==> src/rtl/bc_pkg.sv <==
// ---------------------------------------------------------------------------
// bc_pkg
// Shared definitions for the basic-computer control unit: instruction opcode
// values, common-bus source encodings, ALU operation selects, the bit
// positions of register-reference micro-operations, and the control word
// structure the decoder builds each cycle.
// ---------------------------------------------------------------------------
package bc_pkg;

   // Memory-reference opcodes (IR[14:12]); 7 selects register-reference/IO.
   typedef enum logic [2:0] {
      OP_AND    = 3'd0,
      OP_ADD    = 3'd1,
      OP_LDA    = 3'd2,
      OP_STA    = 3'd3,
      OP_BUN    = 3'd4,
      OP_BSA    = 3'd5,
      OP_ISZ    = 3'd6,
      OP_REG_IO = 3'd7
   } opcode_e;

   // Common-bus source select.
   typedef enum logic [2:0] {
      BUS_NONE = 3'd0,
      BUS_AR   = 3'd1,
      BUS_PC   = 3'd2,
      BUS_DR   = 3'd3,
      BUS_AC   = 3'd4,
      BUS_IR   = 3'd5,
      BUS_TR   = 3'd6,
      BUS_MEM  = 3'd7
   } bus_sel_e;

   // ALU operation select; ALU_PASS (load DR) is the idle value.
   typedef enum logic [2:0] {
      ALU_ADD  = 3'b000,
      ALU_AND  = 3'b001,
      ALU_PASS = 3'b010,
      ALU_CMA  = 3'b011,
      ALU_CIR  = 3'b100,
      ALU_CIL  = 3'b101
   } alu_op_e;

   // Register-reference micro-operation bit indices within IR[11:0].
   localparam int RR_CLA = 11;
   localparam int RR_CLE = 10;
   localparam int RR_CMA = 9;
   localparam int RR_CME = 8;
   localparam int RR_CIR = 7;
   localparam int RR_CIL = 6;
   localparam int RR_INC = 5;
   localparam int RR_SPA = 4;
   localparam int RR_SNA = 3;
   localparam int RR_SZA = 2;
   localparam int RR_SZE = 1;
   localparam int RR_HLT = 0;

   // One cycle's worth of control outputs.
   typedef struct packed {
      bus_sel_e bus_sel;
      alu_op_e  alu_opsel;
      logic     ar_ld;
      logic     ar_inc;
      logic     pc_ld;
      logic     pc_inc;
      logic     dr_ld;
      logic     dr_inc;
      logic     ac_ld;
      logic     ac_inc;
      logic     ac_clr;
      logic     ir_ld;
      logic     tr_ld;
      logic     mem_wr;
      logic     e_clr;
      logic     e_cmp;
      logic     e_alu_en;
   } ctl_t;

   localparam ctl_t CTL_IDLE = '{bus_sel: BUS_NONE, alu_opsel: ALU_PASS, default: 1'b0};

endpackage

==> src/rtl/bc_seq_counter.sv <==
// ---------------------------------------------------------------------------
// bc_seq_counter
// 3-bit timing-step counter with a one-hot T0..T6 decode.
//   clk, rst_n : clock, async active-low reset
//   i_clr      : return to T0 on the next edge (highest priority)
//   i_hold     : keep the current step
//   i_inc      : advance one step
//   o_sc       : current step value
//   o_t        : one-hot step decode; all zero for the illegal value 7
// ---------------------------------------------------------------------------
module bc_seq_counter (
   input  logic       clk,
   input  logic       rst_n,
   input  logic       i_clr,
   input  logic       i_inc,
   input  logic       i_hold,
   output logic [2:0] o_sc,
   output logic [6:0] o_t
);

   logic [2:0] r_sc;

   // NOTE: sequential state uses non-blocking assignments so every flop
   // samples pre-edge values regardless of block evaluation order.
   always_ff @(posedge clk or negedge rst_n) begin
      if (!rst_n) begin
         r_sc <= 3'd0;
      end else if (i_clr) begin
         r_sc <= 3'd0;
      end else if (!i_hold && i_inc) begin
         r_sc <= r_sc + 3'd1;
      end
   end

   always_comb begin
      for (int i = 0; i < 7; i++) begin
         o_t[i] = (r_sc == 3'(i));
      end
   end

   assign o_sc = r_sc;

endmodule

==> src/rtl/bc_control_unit.sv <==
// ---------------------------------------------------------------------------
// bc_control_unit
// Hardwired control unit of the basic computer. Decodes the instruction
// register against the current timing step and emits the register-transfer
// controls that the datapath applies on the next rising clock edge.
//   clk, rst_n        : clock, async active-low reset
//   ir                : instruction register value
//   ac_n, ac_z, dr_z  : AC sign, AC zero, DR zero flags
//   e, start          : E flag, resume pulse after HLT
//   bus_sel           : common-bus source
//   alu_opsel         : ALU operation select
//   ar_ld .. e_alu_en : one-bit register controls (1 = active)
//   sc, halted        : current timing step, machine stopped
// ---------------------------------------------------------------------------
module bc_control_unit #(
   parameter int WIDTH = 16,
   parameter int AW    = 12
) (
   input  logic             clk,
   input  logic             rst_n,
   input  logic [WIDTH-1:0] ir,
   input  logic             ac_n,
   input  logic             ac_z,
   input  logic             dr_z,
   input  logic             e,
   input  logic             start,
   output logic [2:0]       bus_sel,
   output logic [2:0]       alu_opsel,
   output logic             ar_ld,
   output logic             ar_inc,
   output logic             pc_ld,
   output logic             pc_inc,
   output logic             dr_ld,
   output logic             dr_inc,
   output logic             ac_ld,
   output logic             ac_inc,
   output logic             ac_clr,
   output logic             ir_ld,
   output logic             tr_ld,
   output logic             mem_wr,
   output logic             e_clr,
   output logic             e_cmp,
   output logic             e_alu_en,
   output logic [2:0]       sc,
   output logic             halted
);

   import bc_pkg::*;

   logic          r_i_bit;
   logic          r_halted;
   logic [6:0]    w_t;
   logic          w_seq_clr;
   logic          w_seq_inc;
   logic          w_hlt;
   opcode_e       w_op;
   logic          w_d7;
   logic [AW-1:0] w_rr;
   logic          w_rr_onehot;
   ctl_t          w_ctl;
   ctl_t          w_out;

   assign w_op        = opcode_e'(ir[WIDTH-2 -: 3]);
   assign w_d7        = (w_op == OP_REG_IO);
   assign w_rr        = ir[AW-1:0];
   // Exactly one micro-op bit set; anything else is a NOP.
   assign w_rr_onehot = (w_rr != '0) && ((w_rr & (w_rr - 1'b1)) == '0);

   bc_seq_counter u_seq (
      .clk    (clk),
      .rst_n  (rst_n),
      .i_clr  (w_seq_clr),
      .i_inc  (w_seq_inc),
      .i_hold (r_halted),
      .o_sc   (sc),
      .o_t    (w_t)
   );

   always_ff @(posedge clk or negedge rst_n) begin
      if (!rst_n) begin
         r_i_bit  <= 1'b0;
         r_halted <= 1'b0;
      end else begin
         if (w_t[2] && !r_halted) begin
            r_i_bit <= ir[WIDTH-1];
         end
         if (r_halted) begin
            if (start) begin
               r_halted <= 1'b0;
            end
         end else if (w_hlt) begin
            r_halted <= 1'b1;
         end
      end
   end

   // NOTE: every output of this block gets a default before any branch, so
   // no path leaves a signal unassigned and no latch is inferred.
   always_comb begin
      w_ctl     = CTL_IDLE;
      w_seq_clr = 1'b0;
      w_seq_inc = 1'b0;
      w_hlt     = 1'b0;
      if (r_halted) begin
         // Stopped: counter is held at T0 and all controls stay idle.
      end else if (w_t[0]) begin
         w_ctl.bus_sel = BUS_PC;
         w_ctl.ar_ld   = 1'b1;
         w_seq_inc     = 1'b1;
      end else if (w_t[1]) begin
         w_ctl.bus_sel = BUS_MEM;
         w_ctl.ir_ld   = 1'b1;
         w_ctl.pc_inc  = 1'b1;
         w_seq_inc     = 1'b1;
      end else if (w_t[2]) begin
         w_ctl.bus_sel = BUS_IR;
         w_ctl.ar_ld   = 1'b1;
         w_seq_inc     = 1'b1;
      end else if (w_t[3]) begin
         if (!w_d7) begin
            // Indirect memory reference fetches the effective address.
            if (r_i_bit) begin
               w_ctl.bus_sel = BUS_MEM;
               w_ctl.ar_ld   = 1'b1;
            end
            w_seq_inc = 1'b1;
         end else begin
            w_seq_clr = 1'b1;
            if (!r_i_bit && w_rr_onehot) begin
               if (w_rr[RR_CLA]) w_ctl.ac_clr = 1'b1;
               if (w_rr[RR_CLE]) w_ctl.e_clr  = 1'b1;
               if (w_rr[RR_CMA]) begin
                  w_ctl.ac_ld     = 1'b1;
                  w_ctl.alu_opsel = ALU_CMA;
               end
               if (w_rr[RR_CME]) w_ctl.e_cmp  = 1'b1;
               if (w_rr[RR_CIR]) begin
                  w_ctl.ac_ld     = 1'b1;
                  w_ctl.alu_opsel = ALU_CIR;
                  w_ctl.e_alu_en  = 1'b1;
               end
               if (w_rr[RR_CIL]) begin
                  w_ctl.ac_ld     = 1'b1;
                  w_ctl.alu_opsel = ALU_CIL;
                  w_ctl.e_alu_en  = 1'b1;
               end
               if (w_rr[RR_INC]) w_ctl.ac_inc = 1'b1;
               if (w_rr[RR_SPA]) w_ctl.pc_inc = !ac_n;
               if (w_rr[RR_SNA]) w_ctl.pc_inc = ac_n;
               if (w_rr[RR_SZA]) w_ctl.pc_inc = ac_z;
               if (w_rr[RR_SZE]) w_ctl.pc_inc = !e;
               if (w_rr[RR_HLT]) w_hlt        = 1'b1;
            end
         end
      end else if (w_t[4]) begin
         case (w_op)
            OP_AND, OP_ADD, OP_LDA, OP_ISZ: begin
               w_ctl.bus_sel = BUS_MEM;
               w_ctl.dr_ld   = 1'b1;
               w_seq_inc     = 1'b1;
            end
            OP_STA: begin
               w_ctl.bus_sel = BUS_AC;
               w_ctl.mem_wr  = 1'b1;
               w_seq_clr     = 1'b1;
            end
            OP_BUN: begin
               w_ctl.bus_sel = BUS_AR;
               w_ctl.pc_ld   = 1'b1;
               w_seq_clr     = 1'b1;
            end
            OP_BSA: begin
               w_ctl.bus_sel = BUS_PC;
               w_ctl.mem_wr  = 1'b1;
               w_ctl.ar_inc  = 1'b1;
               w_seq_inc     = 1'b1;
            end
            default: w_seq_clr = 1'b1;
         endcase
      end else if (w_t[5]) begin
         w_seq_clr = 1'b1;
         case (w_op)
            OP_AND: begin
               w_ctl.ac_ld     = 1'b1;
               w_ctl.alu_opsel = ALU_AND;
            end
            OP_ADD: begin
               w_ctl.ac_ld     = 1'b1;
               w_ctl.alu_opsel = ALU_ADD;
               w_ctl.e_alu_en  = 1'b1;
            end
            OP_LDA: w_ctl.ac_ld = 1'b1;
            OP_BSA: begin
               w_ctl.bus_sel = BUS_AR;
               w_ctl.pc_ld   = 1'b1;
            end
            OP_ISZ: begin
               w_ctl.dr_inc = 1'b1;
               w_seq_clr    = 1'b0;
               w_seq_inc    = 1'b1;
            end
            default: ;
         endcase
      end else if (w_t[6]) begin
         w_seq_clr = 1'b1;
         if (w_op == OP_ISZ) begin
            w_ctl.bus_sel = BUS_DR;
            w_ctl.mem_wr  = 1'b1;
            w_ctl.pc_inc  = dr_z;
         end
      end else begin
         // Illegal step 7: recover to T0 without issuing anything.
         w_seq_clr = 1'b1;
      end
   end

   // NOTE: reset also gates the outputs combinationally, so an in-flight
   // instruction cannot issue a write or load while rst_n is low.
   assign w_out = rst_n ? w_ctl : CTL_IDLE;

   assign bus_sel   = w_out.bus_sel;
   assign alu_opsel = w_out.alu_opsel;
   assign ar_ld     = w_out.ar_ld;
   assign ar_inc    = w_out.ar_inc;
   assign pc_ld     = w_out.pc_ld;
   assign pc_inc    = w_out.pc_inc;
   assign dr_ld     = w_out.dr_ld;
   assign dr_inc    = w_out.dr_inc;
   assign ac_ld     = w_out.ac_ld;
   assign ac_inc    = w_out.ac_inc;
   assign ac_clr    = w_out.ac_clr;
   assign ir_ld     = w_out.ir_ld;
   assign tr_ld     = w_out.tr_ld;
   assign mem_wr    = w_out.mem_wr;
   assign e_clr     = w_out.e_clr;
   assign e_cmp     = w_out.e_cmp;
   assign e_alu_en  = w_out.e_alu_en;
   assign halted    = r_halted;

endmodule

==> config.mk <==
export PLATFORM = sky130hd
export DESIGN_NAME = bc_control_unit
export DESIGN_NICKNAME = d
export VERILOG_FILES = /design/src/rtl/bc_pkg.sv /design/src/rtl/bc_seq_counter.sv /design/src/rtl/bc_control_unit.sv
export SDC_FILE = /design/constraint.sdc
export NUM_CORES = 1
export LEC_CHECK = 0
export ABC_AREA = 1
export CAP_MARGIN = 20
export CORE_MARGIN = 2
export CORE_UTILIZATION = 46
export CTS_CLUSTER_SIZE = 16
export DETAILED_ROUTE_END_ITERATION = 7
export GPL_TIMING_DRIVEN = 1
export MAX_ROUTING_LAYER = met4
export PLACE_DENSITY = 0.86
export REMOVE_ABC_BUFFERS = 1
export SKIP_LAST_GASP = 1
export SLEW_MARGIN = 10
export SYNTH_ARGS = -nofsm -noshare
export SYNTH_HDL_FRONTEND = slang
export SYNTH_HIERARCHICAL = 1
export SYNTH_SLANG_ARGS = --single-unit
==> constraint.sdc <==
create_clock -name clk -period 4.8 [get_ports clk]
set_input_delay 0.96 -clock clk [delete_from_list [all_inputs] [get_ports clk]]
set_output_delay 0.96 -clock clk [all_outputs]
set_load 0.02 [all_outputs]
==> flow_summary.ini, run 1 <==
[outcome]
outcome = finished, final reports clean

[worst_hold_path]
hold_class = flop to flop
holdPathStages = 2
hold-path-endpoint = r_i_bit
holdCritStartpoint = r_i_bit

[floorplan]
core_um2 = 2255
dieArea_um2 = 2830
num_io_pins = 48
initial_core_util_pct = 49.39
die_h_um = 53.20
die_w_um = 53.20
row_count = 17

[cells_and_area]
multi_input_area_um2 = 818.3
nFillCells = 229
seq_area_um2 = 125.1
final_util_pct = 71.81
syn2layout_area_growth_pct = 45.39
drive_gt1_share_pct = 10.71
finish.net_count = 281
antennaDiodeCount = 0

[pwr]
p_clk_share_pct = 8.7
switchingPower_mw = 0.3109
peakVddDrop_mv = 0.4020
power.internal_mw = 0.2606
p_comb_share_pct = 76.9
switching_share_pct = 54.40
p_seq_share_pct = 14.4
p_per_area_nw_per_um2 = 353.0
leakagePower_nw = 0.7466

[sta]
fmax_mhz = 238.8
layout_min_cycle_time_ns = 4.188
finalSetupViolCount = 0
skew_ns = 0.005192
post-route-period-util_pct = 87.26
rsz0062_at_grt = no
setup_slack_ns = 0.6116
hold_violations = 0
drv_slew = 0
timing.hold.ws_ns = 0.5480
fin_tns_setup_ns = 0

[clock_tree]
clock_latency_ns = 0.25
clk_pin_slew_ns = 0.04
tritoncts = yes
htree_levels = 1
cts.sinks = 5
cts-resized-gates = 0
cts-root-buf = clkbuf_4
postCtsSetupBuffers = 0
cts_buffers = 3
cts_buffer_depth = 2
postCtsHoldBufs = 0

[route]
drt_iter0_markers = 35
drc = 0
via_count = 1424
vias_per_cell = 5.086
ant_nets = 0
first_pass_iters = 5
routed_wl_um = 3122
wire_per_inst_um = 11.15

[setup_path]
crit_family = buffers and inverters
critPathRequiredTime_ns = 3.84
r2r-start = u_seq/o_sc[0]
crit_arrival_ns = 3.23
cp_slowest_cell = clkdlybuf4s50_1
crit_fanout = 6
cp-startpoint = ir[3]
end_kind = output pin
slowest_delay_ns = 0.61
critical_path_buf_inv_count = 3
worstPathCellList = clkdlybuf4s50_1 -> nor2_2 -> nand3_1 -> o21bai_2 -> nand2_1 -> nor2_2 -> nand2_4 -> inv_2 -> nand2_1 -> a21oi_2 -> clkdlybuf4s50_1
r2r-end = u_seq/o_sc[2]
path_class = primary input to output pin
reg2reg_depth = 15
reg2reg_setup_slack_ns = 2.74
start_kind = primary input

[synth]
syn_area_per_cell_um2 = 5.432
netlist-cell-type-count = 32
netlist_instances = 205
ys_ff_latch = 5
yosysWarnings = 6
syn_area_um2 = 1114
seq_area_frac_synth_pct = 11.24

[placed_design]
dp_slack_ns = 0.6415
routabilityCongestion = 0.9347
post-dp-hpwl_um = 2616
io_buffers = 46

[grt]
grt_max_degree = 12
grt_pass1_vias = 1275
grt_overflow = 0
antenna_found_initial = 0
grt_pass1_wl_um = 5313
grt_usage_pct = 25.65

[run]
max_cap_violations = 0
==> layout make-up <==
class,count,area share [%]
Multi-Input combinational cell,156,50.54
Timing Repair Buffer,46,28.44
Inverter,41,9.505
Sequential cell,5,7.728
Tap cell,28,2.164
Clock buffer,4,1.623
==> worst max path at each step <==
stage              endpoint  slack [ns]  cells past startpoint
2_1_floorplan         e_clr        1.71                      7
6_report             pc_inc        0.61                     11
4_1_cts              pc_inc        0.63                     11
5_1_grt        alu_opsel[0]        0.44                     11
3_3_place_gp   alu_opsel[0]        0.69                     12
3_5_place_dp         pc_inc        0.64                     11
==> power by group through the flow <==
stage	combinational (mW)	clock [mW]	sequential [mW]
finish	0.439	0.0499	0.0822
detailed placement	0.436	0	0.0836
global placement	0.434	0	0.0833
global route	0.494	0.0551	0.0853
CTS	0.439	0.0534	0.0832
floorplan	0.277	0	0.0903
==> synth_stat cells, drive strengths merged <==
library cell | count | share of area, %
o21ai | 10 | 4.5
conb | 1 | 0.34
nor3 | 4 | 1.8
nand2 | 49 | 18
inv | 41 | 14
o22ai | 2 | 1.1
a31o | 1 | 0.79
o21bai | 2 | 1.7
nor3b | 3 | 3.4
ha | 5 | 5.6
nor2 | 38 | 16
dfrtp | 5 | 11
o211ai | 1 | 0.67
a21oi | 13 | 6.2
nor4 | 1 | 0.56
nand3 | 22 | 10
a211oi | 1 | 0.67
nand4 | 1 | 0.56
buf | 2 | 1.1
a21boi | 1 | 1.0
clkbuf | 1 | 0.34
o21a | 1 | 0.67
==> per-layer routing <==
| metal | vias to the layer above | wire [um] | global-route usage [%] |
|---|---|---|---|
| met1 | 625 | 1449 | 32.99 |
| met2 | 51 | 1425 | 41.77 |
| li1 | 744 | - | - |
| met4 | 0 | 43 | 9.829 |
| met3 | 4 | 203 | 1.977 |
| met5 | - | 0 | - |
==> cells in the final DEF (no fill, tap or decap), types with 2 or more instances in the layout <==
cell,instances
nor2_4,2
nor3_1,4
nor2_1,30
inv_1,38
dfrtp_1,5
nor2_2,6
o21ai_0,8
clkbuf_4,3
o22ai_1,2
clkdlybuf4s50_1,46
inv_2,3
nor3b_2,3
ha_1,5
nand2_1,44
a21oi_1,12
nand3_1,21
nand2_2,4
o21ai_1,2
==> cells by family after synthesis <==
family | after synthesis | share of synthesized area (%)
compound gates | 32 | 17.30
fa+ha+maj | 5 | 5.618
buf+inv | 44 | 15.28
flops | 5 | 11.24
other cells | 1 | 0.3368
simple gates | 118 | 50.23
==> tightest hold or removal path: stages, from the launching register on <==
cell and delay [ns]:
dfrtp_1 0.37, o21ai_0 0.09, nand2_1 0.06
==> per-stage QoR <==
stage	power, mW	std cells	cell area (um2)
2_1_floorplan	0.3672	202	1097
3_3_place_gp	0.5173	276	1593
3_5_place_dp	0.5200	276	1593
4_1_cts	0.5758	280	1619
5_1_grt	0.6346	280	1619
6_report	0.5715	280	1619
==> flip-flops by register name, indices dropped and copies added, names as in the netlist <==
name / count
r_i_bit: 1
u_seq/o_sc: 3
halted: 1
(Power assumes the default switching activity.)
==> inputs of run 2 (changes only) <==
- SLEW_MARGIN: 10 -> not set
==> results of run 2 <==
No change in the layout: final DEF, timing and power equal those of run 1.
==> inputs of run 3 (changes only) <==
- SETUP_SLACK_MARGIN: not set -> 0.15
==> results of run 3 <==
No change in the layout: final DEF, timing and power equal those of run 1.
==> variant, RTL diff (settings of run 2) <==
Reset style: synchronous (`rst_n`), changed in 2 clocked blocks. Comments in the files are not updated.
--- a/src/rtl/bc_seq_counter.sv
+++ b/src/rtl/bc_seq_counter.sv
@@ -24,3 +24,3 @@
    // samples pre-edge values regardless of block evaluation order.
-   always_ff @(posedge clk or negedge rst_n) begin
+   always_ff @(posedge clk) begin
       if (!rst_n) begin
--- a/src/rtl/bc_control_unit.sv
+++ b/src/rtl/bc_control_unit.sv
@@ -78,3 +78,3 @@
 
-   always_ff @(posedge clk or negedge rst_n) begin
+   always_ff @(posedge clk) begin
       if (!rst_n) begin
Function: differs if rst_n is asserted again (counterexample within 4 cycles, from zero or initial values and one cycle with rst_n low); with rst_n held inactive, the same outputs for 10 cycles.
==> variant against run 2 <==
  * Via count is 4.5% higher
  * Sequential cell count is the same
  * Global-route usage shrank 1.3 points
  * Power down 3.8%
  * Worst setup slack worse by 0.098 ns
  * Clock skew decreased by 0.0050 ns
  * Sequential share of layout area is 1.6 points lower
  * Count of clock-buffer cells in the layout did not move
  * First-iteration DRC count down 2.9%
  * Final area up 0.93%
  * Register-to-register slack got worse by 0.12 ns
  * Wire length shrank 3.9%
  * Area after synthesis is 1.7% higher
  * Critical path type unchanged
  * Highest routed layer unchanged
==> variant: results (changes against run 2) <==
status: completed (unchanged)
largest cells by area after synthesis: nand2_1 (16%), inv_1 (13%), nor2_1 (13%), dfxtp_1 (8.8%), nand3_1 (7.1%) (was nand2_1 (15%), inv_1 (13%), dfrtp_1 (11%), nor2_1 (10%), nand3_1 (9.4%))
Synth Flop Type: dfxtp_1 (was dfrtp_1)
Vias: 1488 (was 1424)
leak pwr: 0.746 nW (was 0.747 nW)
routability cong.: 0.903 (was 0.935)
Worst R2R Path Depth: 14 (was 15)
DP Worst Slack: 0.572 ns (was 0.642 ns)
Tot GR Track Use: 24.4% (was 25.7%)
Crit Reg-Reg Endpoint: u_seq/o_sc[0] (was u_seq/o_sc[2])
FF-to-FF setup slack: 2.62 ns (was 2.74 ns)
Netlist cell types: 30 (was 32)
First-pass DRT Iterations: 4 (was 5)
total wire length: 3000 um (was 3120 um)
final hold slack: 0.506 ns (was 0.548 ns)
HPWL after DPL: 2530 um (was 2620 um)
fraction of synthesized area in multiplexers: 0.884% (was 0%)
layout cells sized above 1: 7.87% (was 10.7%)
HP Start: r_i_bit (unchanged)
asr flop ratio synth: 0% (was 100%)
Max Fanout on Critical Path: 5 (was 6)
FILL cells: 208 (was 229)
hold endpoint: r_i_bit (unchanged)
fin nets: 296 (was 281)
first-pass GRT wire length: 5140 um (was 5310 um)
RR Startpoint: u_seq/o_sc[0] (unchanged)
VDD IR-drop max: 420 uV (was 402 uV)
crit-path max cell delay: 0.67 ns (was 0.61 ns)
adder-cell share of the synthesized area: 5.52% (was 5.62%)
variant: cell count changes after synthesis, sizes merged, moves of 2 or more:
cell,before,now
nor2,38,49
nand2,49,51
nand3,22,18
dfrtp,5,0
a31oi,0,2
o21bai,2,0
nor3,4,6
o21ai,10,12
dfxtp,0,5
variant: layout make-up:
type / count / area, um2 / area share [%]
clock buffers: 4 / 26.3 / 1.61
flip-flops and latches: 5 / 100 / 6.13
repair buffers: 46 / 460 / 28.2
inverters: 43 / 161 / 9.88
well taps: 28 / 35.0 / 2.14
multi-input cells: 169 / 851 / 52.1
variant: tightest hold or removal path: cells and delay by family (launching register included):
kind / cells / cell delay [ns]
AO/OA/AOI/OAI: 2 / 0.14
flip-flops: 1 / 0.32
variant: metrics by stage:
stage / instance area (um2) / std cells / utilization (%)
2_1_floorplan: 1110 / 217 / -
3_3_place_gp: 1610 / 291 / 70.6
3_5_place_dp: 1610 / 291 / 70.6
4_1_cts: 1630 / 295 / 71.8
5_1_grt: 1630 / 295 / 71.8
6_report: 1630 / 295 / 71.8
variant: logic make-up after synthesis:
kind of cell | after synthesis
adders and majority gates | 5
AOI/OAI and AO/OA | 31
and+or+nand+nor | 131
DFF | 5
other | 1
muxes | 1
buffers and inverters | 46
variant: worst max-delay path by stage:
stage / endpoint / slack, ns
CTS: ac_inc / 0.56
detailed placement: ac_inc / 0.57
finish: ac_inc / 0.51
global placement: e_alu_en / 0.65
global route: ac_inc / 0.41
floorplan: ac_clr / 1.62
variant: metal layers:
| layer | global-route usage, % | up-vias | wire [um] |
|---|---|---|---|
| li1 | - | 789 | - |
| met1 | 34.5 | 641 | 1490 |
| met2 | 36.2 | 49 | 1260 |
| met3 | 0.556 | 9 | 172 |
| met4 | 10.7 | 0 | 72 |
| met5 | - | - | 0 |
variant: power breakdown:
part	leakage (nW)	internal (mW)	switching, mW
clock	0.0150	0.0314	0.0170
combinational	0.690	0.169	0.259
sequential	0.0409	0.0552	0.0186
total	0.746	0.255	0.294
